<file path="src/rtl/div_result_capture.sv">
`default_nettype none
// ============================================================================
// Module   : div_result_capture
// Brief    : div_clock-domain capture of DEPTH crossed result words after a
//            settle delay, with a registered read port. Optional word compare
//            against exp_in is enabled by defining CAPTURE_COMPARE_EN.
// Revision : 1.0  initial release
// ============================================================================
module div_result_capture #(
  parameter int WIDTH         = 32,
  parameter int DEPTH         = 16,
  parameter int SETTLE_CYCLES = 2
) (
  input  logic                   div_clock,
  input  logic                   reset,
  input  logic [WIDTH-1:0]       data_in,
  input  logic [WIDTH-1:0]       exp_in,
  input  logic                   start,
  output logic                   busy,
  output logic                   done,
  output logic [$clog2(DEPTH):0] wr_count,
  input  logic                   rd_en,
  input  logic [$clog2(DEPTH):0] rd_addr,
  output logic [WIDTH-1:0]       rd_data,
  output logic [15:0]            mismatch_count
);

  localparam int c_AW = $clog2(DEPTH) + 1;
  localparam int c_IW = c_AW - 1;
  localparam int c_SW = (SETTLE_CYCLES < 2) ? 1 : $clog2(SETTLE_CYCLES + 1);
  localparam logic [c_SW-1:0] c_SETTLE_INIT = c_SW'(SETTLE_CYCLES);
  localparam logic [c_SW-1:0] c_SETTLE_LAST = c_SW'(1);
  localparam logic [c_AW-1:0] c_LAST_IDX    = c_AW'(DEPTH - 1);

  localparam logic [1:0] c_ST_IDLE    = 2'd0;
  localparam logic [1:0] c_ST_SETTLE  = 2'd1;
  localparam logic [1:0] c_ST_CAPTURE = 2'd2;
  localparam logic [1:0] c_ST_DONE    = 2'd3;

  logic [1:0]       r_state;
  logic [1:0]       w_next_state;
  logic [c_SW-1:0]  r_settle_cnt;
  logic [c_AW-1:0]  r_wr_count;
  logic [WIDTH-1:0] r_rd_data;
  logic [WIDTH-1:0] r_buf [DEPTH];
  logic             w_arm;
  logic             w_capture;

  assign w_arm     = start && ((r_state == c_ST_IDLE) || (r_state == c_ST_DONE));
  assign w_capture = (r_state == c_ST_CAPTURE);

  always_ff @(posedge div_clock) begin
    if (reset) begin
      r_state <= c_ST_IDLE;
    end else begin
      r_state <= w_next_state;
    end
  end

  // A settle count of 0 or 1 both leave SETTLE after its first cycle.
  always_comb begin
    w_next_state = r_state;
    case (r_state)
      c_ST_IDLE, c_ST_DONE: begin
        if (start) w_next_state = c_ST_SETTLE;
      end
      c_ST_SETTLE: begin
        if (r_settle_cnt <= c_SETTLE_LAST) w_next_state = c_ST_CAPTURE;
      end
      c_ST_CAPTURE: begin
        if (r_wr_count == c_LAST_IDX) w_next_state = c_ST_DONE;
      end
      default: w_next_state = c_ST_IDLE;
    endcase
  end

  always_comb begin
    busy = (r_state == c_ST_SETTLE) || (r_state == c_ST_CAPTURE);
    done = (r_state == c_ST_DONE);
  end

  always_ff @(posedge div_clock) begin
    if (reset) begin
      r_settle_cnt <= '0;
      r_wr_count   <= '0;
    end else if (w_arm) begin
      r_settle_cnt <= c_SETTLE_INIT;
      r_wr_count   <= '0;
    end else begin
      if ((r_state == c_ST_SETTLE) && (r_settle_cnt != '0)) begin
        r_settle_cnt <= r_settle_cnt - 1'b1;
      end
      if (w_capture) begin
        r_wr_count <= r_wr_count + 1'b1;
      end
    end
  end

  // Buffer is never cleared; a reset edge only suppresses the write.
  always_ff @(posedge div_clock) begin
    if (!reset && w_capture) begin
      r_buf[r_wr_count[c_IW-1:0]] <= data_in;
    end
  end

  always_ff @(posedge div_clock) begin
    if (reset) begin
      r_rd_data <= '0;
    end else if (rd_en) begin
      if (rd_addr[c_AW-1]) begin
        r_rd_data <= '0;
      end else begin
        r_rd_data <= r_buf[rd_addr[c_IW-1:0]];
      end
    end
  end

  assign wr_count = r_wr_count;
  assign rd_data  = r_rd_data;

`ifdef CAPTURE_COMPARE_EN
  logic [15:0] r_mismatch_count;

  always_ff @(posedge div_clock) begin
    if (reset || w_arm) begin
      r_mismatch_count <= '0;
    end else if (w_capture && (data_in != exp_in) && (r_mismatch_count != 16'hFFFF)) begin
      r_mismatch_count <= r_mismatch_count + 1'b1;
    end
  end

  assign mismatch_count = r_mismatch_count;
`else
  logic w_unused_exp;

  assign w_unused_exp   = ^exp_in;
  assign mismatch_count = '0;
`endif

endmodule
`default_nettype wire

</file>
<file path="config.mk">
export PLATFORM = sky130hd
export DESIGN_NAME = div_result_capture
export DESIGN_NICKNAME = d
export VERILOG_FILES = /design/src/rtl/div_result_capture.sv
export SDC_FILE = /design/constraint.sdc
export NUM_CORES = 1
export LEC_CHECK = 0
export ABC_AREA = 0
export CAP_MARGIN = 0
export CORE_UTILIZATION = 45
export DETAILED_ROUTE_END_ITERATION = 16
export GPL_TIMING_DRIVEN = 1
export SYNTH_ARGS = -nofsm -noshare
export SYNTH_HDL_FRONTEND = slang
export SYNTH_SLANG_ARGS = --single-unit
</file>
<file path="constraint.sdc">
create_clock -name div_clock -period 4.6 [get_ports div_clock]
set_input_delay 0.92 -clock div_clock [delete_from_list [all_inputs] [get_ports div_clock]]
set_output_delay 0.92 -clock div_clock [all_outputs]
set_load 0.1 [all_outputs]
</file>
* Yosys cells after proc, flatten, opt, wreduce, memory -nomap -nowiden *
Memory sizes are Yosys's and may differ from the RTL's.
Index checks and enable logic that the tools add are counted.

storage, ports and cells
  register bits = 41
  RAM bits = 512
  input bits = 73
  output and inout bits = 55
  logic and storage cells = 37
  memories kept = 1

cells by class
  $add $sub $neg = 2
  order comparisons = 1
  eq/ne operators = 7
  muxes and demuxes = 9
  reductions and logical operators = 12

memory list
  memory  depth  bits a word  rd ports  clocked after Yosys merged registers in  wr ports  line  source
  r_buf   16     32           1         0                                        1         45    logic [WIDTH-1:0] r_buf [DEPTH];

operator list
  kind                 number
  $mux 32              1
  $mux 2               5
  $pmux 2 s3           1
  $add 5x1->5 const B  1
  $eq 5x4->1 const B   1
  $eq 2x2->1 const B   2
  $ne 2x2->1 const B   2
  $reduce_bool 2->1    2
  $reduce_or 2->1      2
  $logic_and 1x1->1    3
  $reduce_and 3->1     1
  $eq 2x1->1 const B   1
  $le 2x1->1 const B   1
  $logic_not 2->1      1
  $logic_or 1x1->1     2
  $mux 1               2
  $ne 2x1->1 const B   1
  $sub 2x1->2 const B  1
  $logic_not 1->1      1

* Depth between registers and ports, before layout *
Gate-level depths: netlist of the first run.

  depth after elaboration = 4
  depth in mapped cells = 8

* Worst setup path before layout of the first run *
OpenSTA, ideal clock, no wires.

  path type = register -> register
  start point = reg r_wr_count[2] (netlist: wr_count[2])
  end point = mem r_buf[4][0], enable pin
  data arrival time = 2.230 ns
  slack = 1.978 ns
  stages on the path, launching flop included = 3
  buffers on the path = 0
  path through = dfxtp_1 -> nor3b_1 -> and2_1

RTL lines
  element                   line  source
  start: declaration        43    logic [c_AW-1:0] r_wr_count;
  start signal: assignment  94    r_wr_count <= r_wr_count + 1'b1;
  end: declaration          45

Straight into the memory's write port.

* Worst setup path in the final report of the first run *
  start point = reg r_state[0]
  end point = out busy

between the ends
  word-level cells in the longest chain between the ends = 2
  elaborated cells on any way between the ends = 3

RTL lines
  element                                          line  source
  start: declaration                               40    logic [1:0] r_state;
  start signal: assignment                         54    r_state <= c_ST_IDLE;
  start signal: assignment                         56    r_state <= w_next_state;
  $eq 2x1->1 / $eq 2x2->1 (equally long branches)  78    busy = (r_state == c_ST_SETTLE) || (r_state == c_ST_CAPTURE);
  $logic_or 1x1->1 (*)                             78
  end: declaration                                 19    output logic busy,

Every way passes the cells marked *; elsewhere a longest branch is shown, timed or not.

==> summary.md, run 1 <==
| Metric | Value |
|---|---|
| Outcome | completed |
| Weighted congestion reported at the end of routability-driven placement | 0.684 |
| Arrival time reported for the critical path endpoint | 2.62 ns |
| Vias per cell | 5.53 |
| Final routed wire length divided by cell count | 23.8 µm |
| Sum of net half-perimeters after detailed placement | 23,700 µm |
| Commonest cells after routing, fill and taps aside | sky130_fd_sc_hd__edfxtp_1, sky130_fd_sc_hd__clkdlybuf4s50_1, sky130_fd_sc_hd__mux4_2 |
| Core area | 46,600 µm² |
| Peak fanout along the critical path | 5 |
| Maximum number of pins on one net before global-route repair | 56 |
| Crit share post-route | 76.9% |
| GRT Util Overall | 18.3% |
| Count of cell types in the netlist | 38 |
| Routed via count | 9,914 |
| Vertical extent of the die | 219 µm |
| Count of clock tree sinks | 553 |
| Total of buffers placed on input and output ports | 79 |
| Cell depth of the worst flop-to-flop path | 6 |
| Ant diodes | 0 |
| Cells resized by post-CTS repair | 0 |
| Drt drc | 0 |
| Number of iterations in the first detailed-routing pass | 5 |
| Leakage dissipation | 8.19 nW |
| Clock latency on the worst-skew pair | 0.59 ns |
| Detailed Route Iter0 Violations | 716 |
| Synth Register Bits | 553 |
| Number of max-cap violations | 0 |
| Worst clock skew | 0.0112 ns |
| Final hold vios | 0 |
| Number of failing setup endpoints in the final timing report | 0 |
| Fill cell total of the finished layout | 3,599 |
| Fraction of layout cells with a size suffix above 1 | 19.6% |
| Antenna violations before repair | 0 |
| Number of warning messages in the yosys log | 0 |
| Total wire length | 42,700 µm |
| Count of antenna-violating nets left after detailed routing | 0 |
| Worst hold path stage count | 2 |
| Worst-path clk slew | 0.06 ns |
| Number of enable-type register cells in the synthesized netlist | 512 |
| Fin area | 24,700 µm² |
| Nature of the critical path startpoint | register |
| Hold crit path type | register to register |
| Slew margin rel. | 26.3% |
| Sum Neg Setup Slack | 0 ns |
| Number of post-CTS setup repair buffers | 0 |
| Classification of the worst setup path | register to output port |
| Most common cell after layout, fill and taps aside | sky130_fd_sc_hd__edfxtp_1 |
| Final Total Pwr | 10.9 mW |
| Layout Area Growth over Synthesis | 16.3% |
| Global-route wire length before repair | 64,100 µm |
| Root Buffer Master | sky130_fd_sc_hd__clkbuf_16 |
| Leading post-synthesis cells by cell area | sky130_fd_sc_hd__edfxtp_1, sky130_fd_sc_hd__mux4_2, sky130_fd_sc_hd__dfxtp_1, sky130_fd_sc_hd__mux4_1, sky130_fd_sc_hd__mux2i_1 |
| Area of the multi-input gates | 4680 µm² |
| Number of buffers created by CTS | 55 |
| Required time reported for the critical path endpoint | 3.68 ns |
| Commonest register cell after synthesis | sky130_fd_sc_hd__edfxtp_1 |
| Synthesized area | 21,200 µm² |
| Share of the yosys chip area belonging to registers | 76.3% |
| Worst hold slack across all endpoints | 0.473 ns |
| Fmax | 0.283 GHz |
| Synthesized instance count | 1,024 |
| Power per cell area | 443 nW/µm² |
| Number of placement rows | 79 |
| Final nets | 1,224 |
| Vias in the first global route | 10,276 |
| Clock tree buffer depth | 3 |
| Worst voltage drop across the vdd grid | 375 µV |
| Area of the die | 48,000 µm² |
| Slew @ Worst Pin | 1.10 ns |
| Fraction of synthesis flops using an asynchronous set or reset pin | 0% |
| Min Clock Period, post-route | 3.54 ns |
| Post-CTS Hold Fix Bufs | 0 |
| H-tree levels | 2 |
| Area share of the leading cell type in the synthesized netlist | 72.5% |
| Reg area | 16,200 µm² |
| TritonCTS clock tree | done |
| Setup repair after global routing missed its margin | no |
| Number of top-level design ports | 128 |
| Average cell area after synthesis | 20.7 µm² |
| Placement-stage cell area | 22,900 µm² |
| Overflow left after global routing | 0 |
| Endpoint kind of the worst setup timing path | output port |
| Biggest area consumer among synthesized cells | sky130_fd_sc_hd__edfxtp_1 |
| Effective utilization at floorplan | 45.6% |
| Max Slew Vio Count | 0 |
| Horizontal die dimension | 219 µm |
-- per-stage QoR --
step | worst slack [ns] | utilization, % | instances
floorplan | 1.98 | - | 1039
global placement | 1.16 | 49.1 | 1690
detailed placement | 1.12 | 49.1 | 1690
CTS | 1.02 | 53.0 | 1793
global route | 0.957 | 53.0 | 1793
finish | 1.06 | 53.0 | 1793
-- final timing paths --
kind	start	to	slack, ns
setup / recovery	r_state[0]$_SDFFE_PP0P_	busy	1.06
hold / removal	rd_data[23]$_SDFFE_PP0P_	rd_data[23]$_SDFFE_PP0P_	0.47
setup reg to reg	r_state[0]$_SDFFE_PP0P_	r_buf[2][5]$_DFFE_PP_	2.03
hold reg to reg	rd_data[23]$_SDFFE_PP0P_	rd_data[23]$_SDFFE_PP0P_	0.47
-- worst max-delay path: stages (launching register included) --
cell	delay [ns]
sky130_fd_sc_hd__dfxtp_1	0.41
sky130_fd_sc_hd__inv_1	0.07
sky130_fd_sc_hd__ha_1	0.31
sky130_fd_sc_hd__inv_1	0.10
sky130_fd_sc_hd__clkdlybuf4s50_1	1.14
-- where the power goes --
group,internal (mW),switching [mW]
Combinational,0.274,0.585
Clock,2.67,1.80
Sequential,5.57,0.0368
Total,8.51,2.42
-- layout make-up --
| class | count | share of cell area, % |
|---|---|---|
| inverters | 10 | 0.152 |
| repair buffers | 115 | 4.86 |
| well taps | 607 | 3.08 |
| clock inverters | 28 | 1.22 |
| clock buffers | 75 | 6.10 |
| multi-input cells | 405 | 19.0 |
| flip-flops and latches | 553 | 65.6 |
-- synth_stat cells, types with 2 or more instances --
| cell type | instances |
|---|---|
| sky130_fd_sc_hd__a22oi_1 | 31 |
| sky130_fd_sc_hd__mux4_2 | 68 |
| sky130_fd_sc_hd__a221oi_1 | 27 |
| sky130_fd_sc_hd__mux2_2 | 31 |
| sky130_fd_sc_hd__mux2i_1 | 65 |
| sky130_fd_sc_hd__o21ai_0 | 25 |
| sky130_fd_sc_hd__nor2_1 | 10 |
| sky130_fd_sc_hd__nand2_1 | 34 |
| sky130_fd_sc_hd__buf_2 | 18 |
| sky130_fd_sc_hd__nor2b_1 | 2 |
| sky130_fd_sc_hd__buf_4 | 18 |
| sky130_fd_sc_hd__ha_1 | 11 |
| sky130_fd_sc_hd__and2_1 | 17 |
| sky130_fd_sc_hd__o21ai_1 | 8 |
| sky130_fd_sc_hd__clkbuf_1 | 26 |
| sky130_fd_sc_hd__xor2_1 | 2 |
| sky130_fd_sc_hd__nand2b_1 | 2 |
| sky130_fd_sc_hd__xnor2_1 | 2 |
| sky130_fd_sc_hd__buf_1 | 2 |
| sky130_fd_sc_hd__a211oi_1 | 6 |
| sky130_fd_sc_hd__edfxtp_1 | 512 |
| sky130_fd_sc_hd__nor3b_1 | 6 |
| sky130_fd_sc_hd__dfxtp_1 | 41 |
| sky130_fd_sc_hd__a21oi_1 | 3 |
| sky130_fd_sc_hd__buf_6 | 7 |
| sky130_fd_sc_hd__inv_1 | 10 |
| sky130_fd_sc_hd__mux4_1 | 29 |
-- kinds of logic (layout without fill, tap and decap cells) --
logic type / after synthesis / in the layout / synth area share (%)
flops: 553 / 553 / 76.3
mux: 193 / 193 / 15.5
compound gates: 102 / 102 / 3.35
buf+inv: 81 / 228 / 2.11
simple gates: 79 / 79 / 1.87
fa+ha+maj: 11 / 11 / 0.649
xor+xnor: 4 / 4 / 0.165
other cells: 1 / 16 / 0.0177
-- per-layer routing --
metal	share of wire [%]	vias to the layer above	track usage [%]
li1	-	4434	-
met1	45	5204	25.9
met2	49	218	29.7
met3	4.1	58	3.16
met4	1.6	0	4.19
met5	0	-	0
-- sequential cells by signal, indices dropped and copies added, names as in the netlist --
name / count
r_buf: 512
r_settle_cnt: 2
r_state: 2
rd_data: 32
wr_count: 5
(Power assumes the default switching activity.)
==> run 2, diff against run 1 <==
Settings changed: PLACE_DENSITY set to 0.66.
Clock period 4.6 ns to 3 ns, I/O delays scaled along.
==> run 2 against run 1 <==
  * Final area up 0.48%
  * Flip-flop and latch count stayed put
  * Count of clock-buffer cells in the layout is 2 higher
  * Global-route usage shrank 0.056 points
  * Worst hold slack gained 0.022 ns
  * Core utilization is 0.25 points higher
  * Critical endpoint unchanged
  * Combinational power is 53% higher
==> summary.md, run 2 (synthesis results as in run 1) <==
| Metric | Value |
|---|---|
| Maximum number of pins on one net before global-route repair | 40 (-29%) |
| Peak fanout along the critical path | 5 (unchanged) |
| Core area | 46,600 µm² (unchanged) |
| Ant diodes | 0 (unchanged) |
| Area of the die | 48,000 µm² (unchanged) |
| Total wire length | 42,700 µm (about the same) |
| Number of max-cap violations | 0 (unchanged) |
| TritonCTS clock tree | done |
| Final routed wire length divided by cell count | 23.7 µm (-0.49%) |
| Vias per cell | 5.61 (+1.4%) |
| H-tree levels | 2 (unchanged) |
| Fmax | 0.425 GHz |
| Fraction of layout cells with a size suffix above 1 | 23.5% (+3.9 points) |
| Reg area | 16,200 µm² (unchanged) |
| Setup repair after global routing missed its margin | no |
| Weighted congestion reported at the end of routability-driven placement | 0.713 (+4.2%) |
| Worst-case setup margin in the final layout | 0.645 ns (-0.416 ns) |
| Buffers & Inverters on Critical Path | 3 (unchanged) |
| Flip-flop count of the largest register after layout | 512 (unchanged) |
| Vertical extent of the die | 219 µm (unchanged) |
| Worst-path clk slew | 0.06 ns (about the same) |
| Root Buffer Master | sky130_fd_sc_hd__clkbuf_16 |
| Clock latency on the worst-skew pair | 0.59 ns (about the same) |
| Drt drc | 0 (unchanged) |
| Overflow left after global routing | 0 (unchanged) |
| Sum Neg Setup Slack | 0 ns (unchanged) |
| Fill cell total of the finished layout | 3,557 (-1.2%) |
| CP max stage delay | 0.41 ns (-0.73 ns) |
| Worst hold slack across all endpoints | 0.495 ns (+0.0220 ns) |
| Commonest cells after routing, fill and taps aside | sky130_fd_sc_hd__edfxtp_1, sky130_fd_sc_hd__mux4_2, sky130_fd_sc_hd__mux2i_1 |
| Cells resized by post-CTS repair | 0 (unchanged) |
| Horizontal die dimension | 219 µm (unchanged) |
| Number of post-CTS setup repair buffers | 0 (unchanged) |
| Outcome | completed |
| Detailed Route Iter0 Violations | 1,014 (+42%) |
| Clock tree buffer depth | 3 (unchanged) |
| Crit share post-route | 78.5% |
| Final Total Pwr | 16.5 mW (+51%) |
| Setup WS pre-CTS | 0.378 ns (-0.747 ns) |
| Min Clock Period, post-route | 2.36 ns |
| Endpoint kind of the worst setup timing path | output port |
| Number of failing setup endpoints in the final timing report | 0 (unchanged) |
| Effective utilization at floorplan | 45.6% (unchanged) |
| Layout Area Growth over Synthesis | 16.8% |
| Most common cell after layout, fill and taps aside | sky130_fd_sc_hd__edfxtp_1 |
| Post-CTS Hold Fix Bufs | 0 (unchanged) |
| Total of buffers placed on input and output ports | 79 (unchanged) |
| Nature of the critical path startpoint | register |
| Routed via count | 10,100 (+1.9%) |
| Number of iterations in the first detailed-routing pass | 5 (unchanged) |
| Slew @ Worst Pin | 0.976 ns (-0.126 ns) |
| Count of antenna-violating nets left after detailed routing | 0 (unchanged) |
| Area of the multi-input gates | 4680 µm² (unchanged) |
| Critical-path cell list | inv_1, ha_1, inv_1, buf_4 |
| Worst clock skew | 0.0196 ns (+0.00842 ns) |
| Arrival time reported for the critical path endpoint | 1.76 ns (-0.86 ns) |
| Global-route wire length before repair | 64,000 µm (-0.24%) |
| Max Slew Vio Count | 0 (unchanged) |
| Number of top-level design ports | 128 (unchanged) |
| Final nets | 1,233 (+0.74%) |
| Antenna violations before repair | 1 (+1) |
| Power per cell area | 666 nW/µm² (+50%) |
| Required time reported for the critical path endpoint | 2.40 ns (-1.28 ns) |
| CP max stage cell | sky130_fd_sc_hd__dfxtp_1 |
| Number of buffers created by CTS | 55 (unchanged) |
| Count of clock tree sinks | 553 (unchanged) |
| Dominant delay contributor by cell family on the critical path | buffers and inverters |
| Leakage dissipation | 8.33 nW (+1.6%) |
| Number of placement rows | 79 (unchanged) |
| Sum of net half-perimeters after detailed placement | 22,900 µm (-3.4%) |
| Vias in the first global route | 10,449 (+1.7%) |
| GRT Util Overall | 18.2% (-0.056 points) |
| Classification of the worst setup path | register to output port |
| Worst voltage drop across the vdd grid | 562 µV (+50%) |
| Slew margin rel. | 34.6% (+8.3 points) |
| Critical path's most frequent cell | sky130_fd_sc_hd__inv_1 |
| Hold crit path type | register to register |
| Final hold vios | 0 (unchanged) |
[run 2: through the flow]
stage / cells / cell area (µm²) / utilization (%)
after floorplan: 1039 / 21300 / -
final: 1801 / 24800 / 53.3
after global placement: 1699 / 23100 / 49.5
after global routing: 1801 / 24800 / 53.3
after CTS: 1801 / 24800 / 53.3
after detailed placement: 1699 / 23100 / 49.5
[run 2: area by class of cell]
type | instances | area share (%)
Inverter | 10 | 0.151
Timing Repair Buffer | 124 | 5.57
Clock buffer | 77 | 6.13
Sequential cell | 553 | 65.3
Clock inverter | 25 | 0.888
Multi-Input combinational cell | 405 | 18.9
Tap cell | 607 | 3.06
[run 2: worst reg2reg max path, stage by stage (launching register included)]
cell,delay [ns]
sky130_fd_sc_hd__dfxtp_1,0.35
sky130_fd_sc_hd__inv_1,0.07
sky130_fd_sc_hd__ha_1,0.35
sky130_fd_sc_hd__nand2b_1,0.20
sky130_fd_sc_hd__nor3b_1,0.40
sky130_fd_sc_hd__and2_2,0.42
sky130_fd_sc_hd__buf_12,0.22
[run 2: routing by layer]
metal	track usage, %	vias up	part of all wire, %
met5	0	-	0.026
met4	5.05	2	1.6
met3	2.97	58	5.3
met2	29.6	284	48
met1	25.7	5299	45
li1	-	4457	-
[run 2: path summary, 6_finish.rpt]
kind / depth (start not counted) / end / slack [ns] / startpoint
worst max-delay path: 4 / busy / 0.64 / r_state[0]$_SDFFE_PP0P_
worst min-delay path: 2 / rd_data[9]$_SDFFE_PP0P_ / 0.49 / rd_data[9]$_SDFFE_PP0P_
worst max register to register: 6 / r_buf[11][9]$_DFFE_PP_ / 0.70 / r_state[0]$_SDFFE_PP0P_
worst min register to register: 2 / rd_data[9]$_SDFFE_PP0P_ / 0.49 / rd_data[9]$_SDFFE_PP0P_
[run 2: power breakdown]
| part | internal, mW | total (mW) | switching [mW] |
|---|---|---|---|
| sequential | 8.54 | 8.60 | 0.0584 |
| combinational | 0.419 | 1.31 | 0.895 |
| clock | 3.86 | 6.60 | 2.74 |
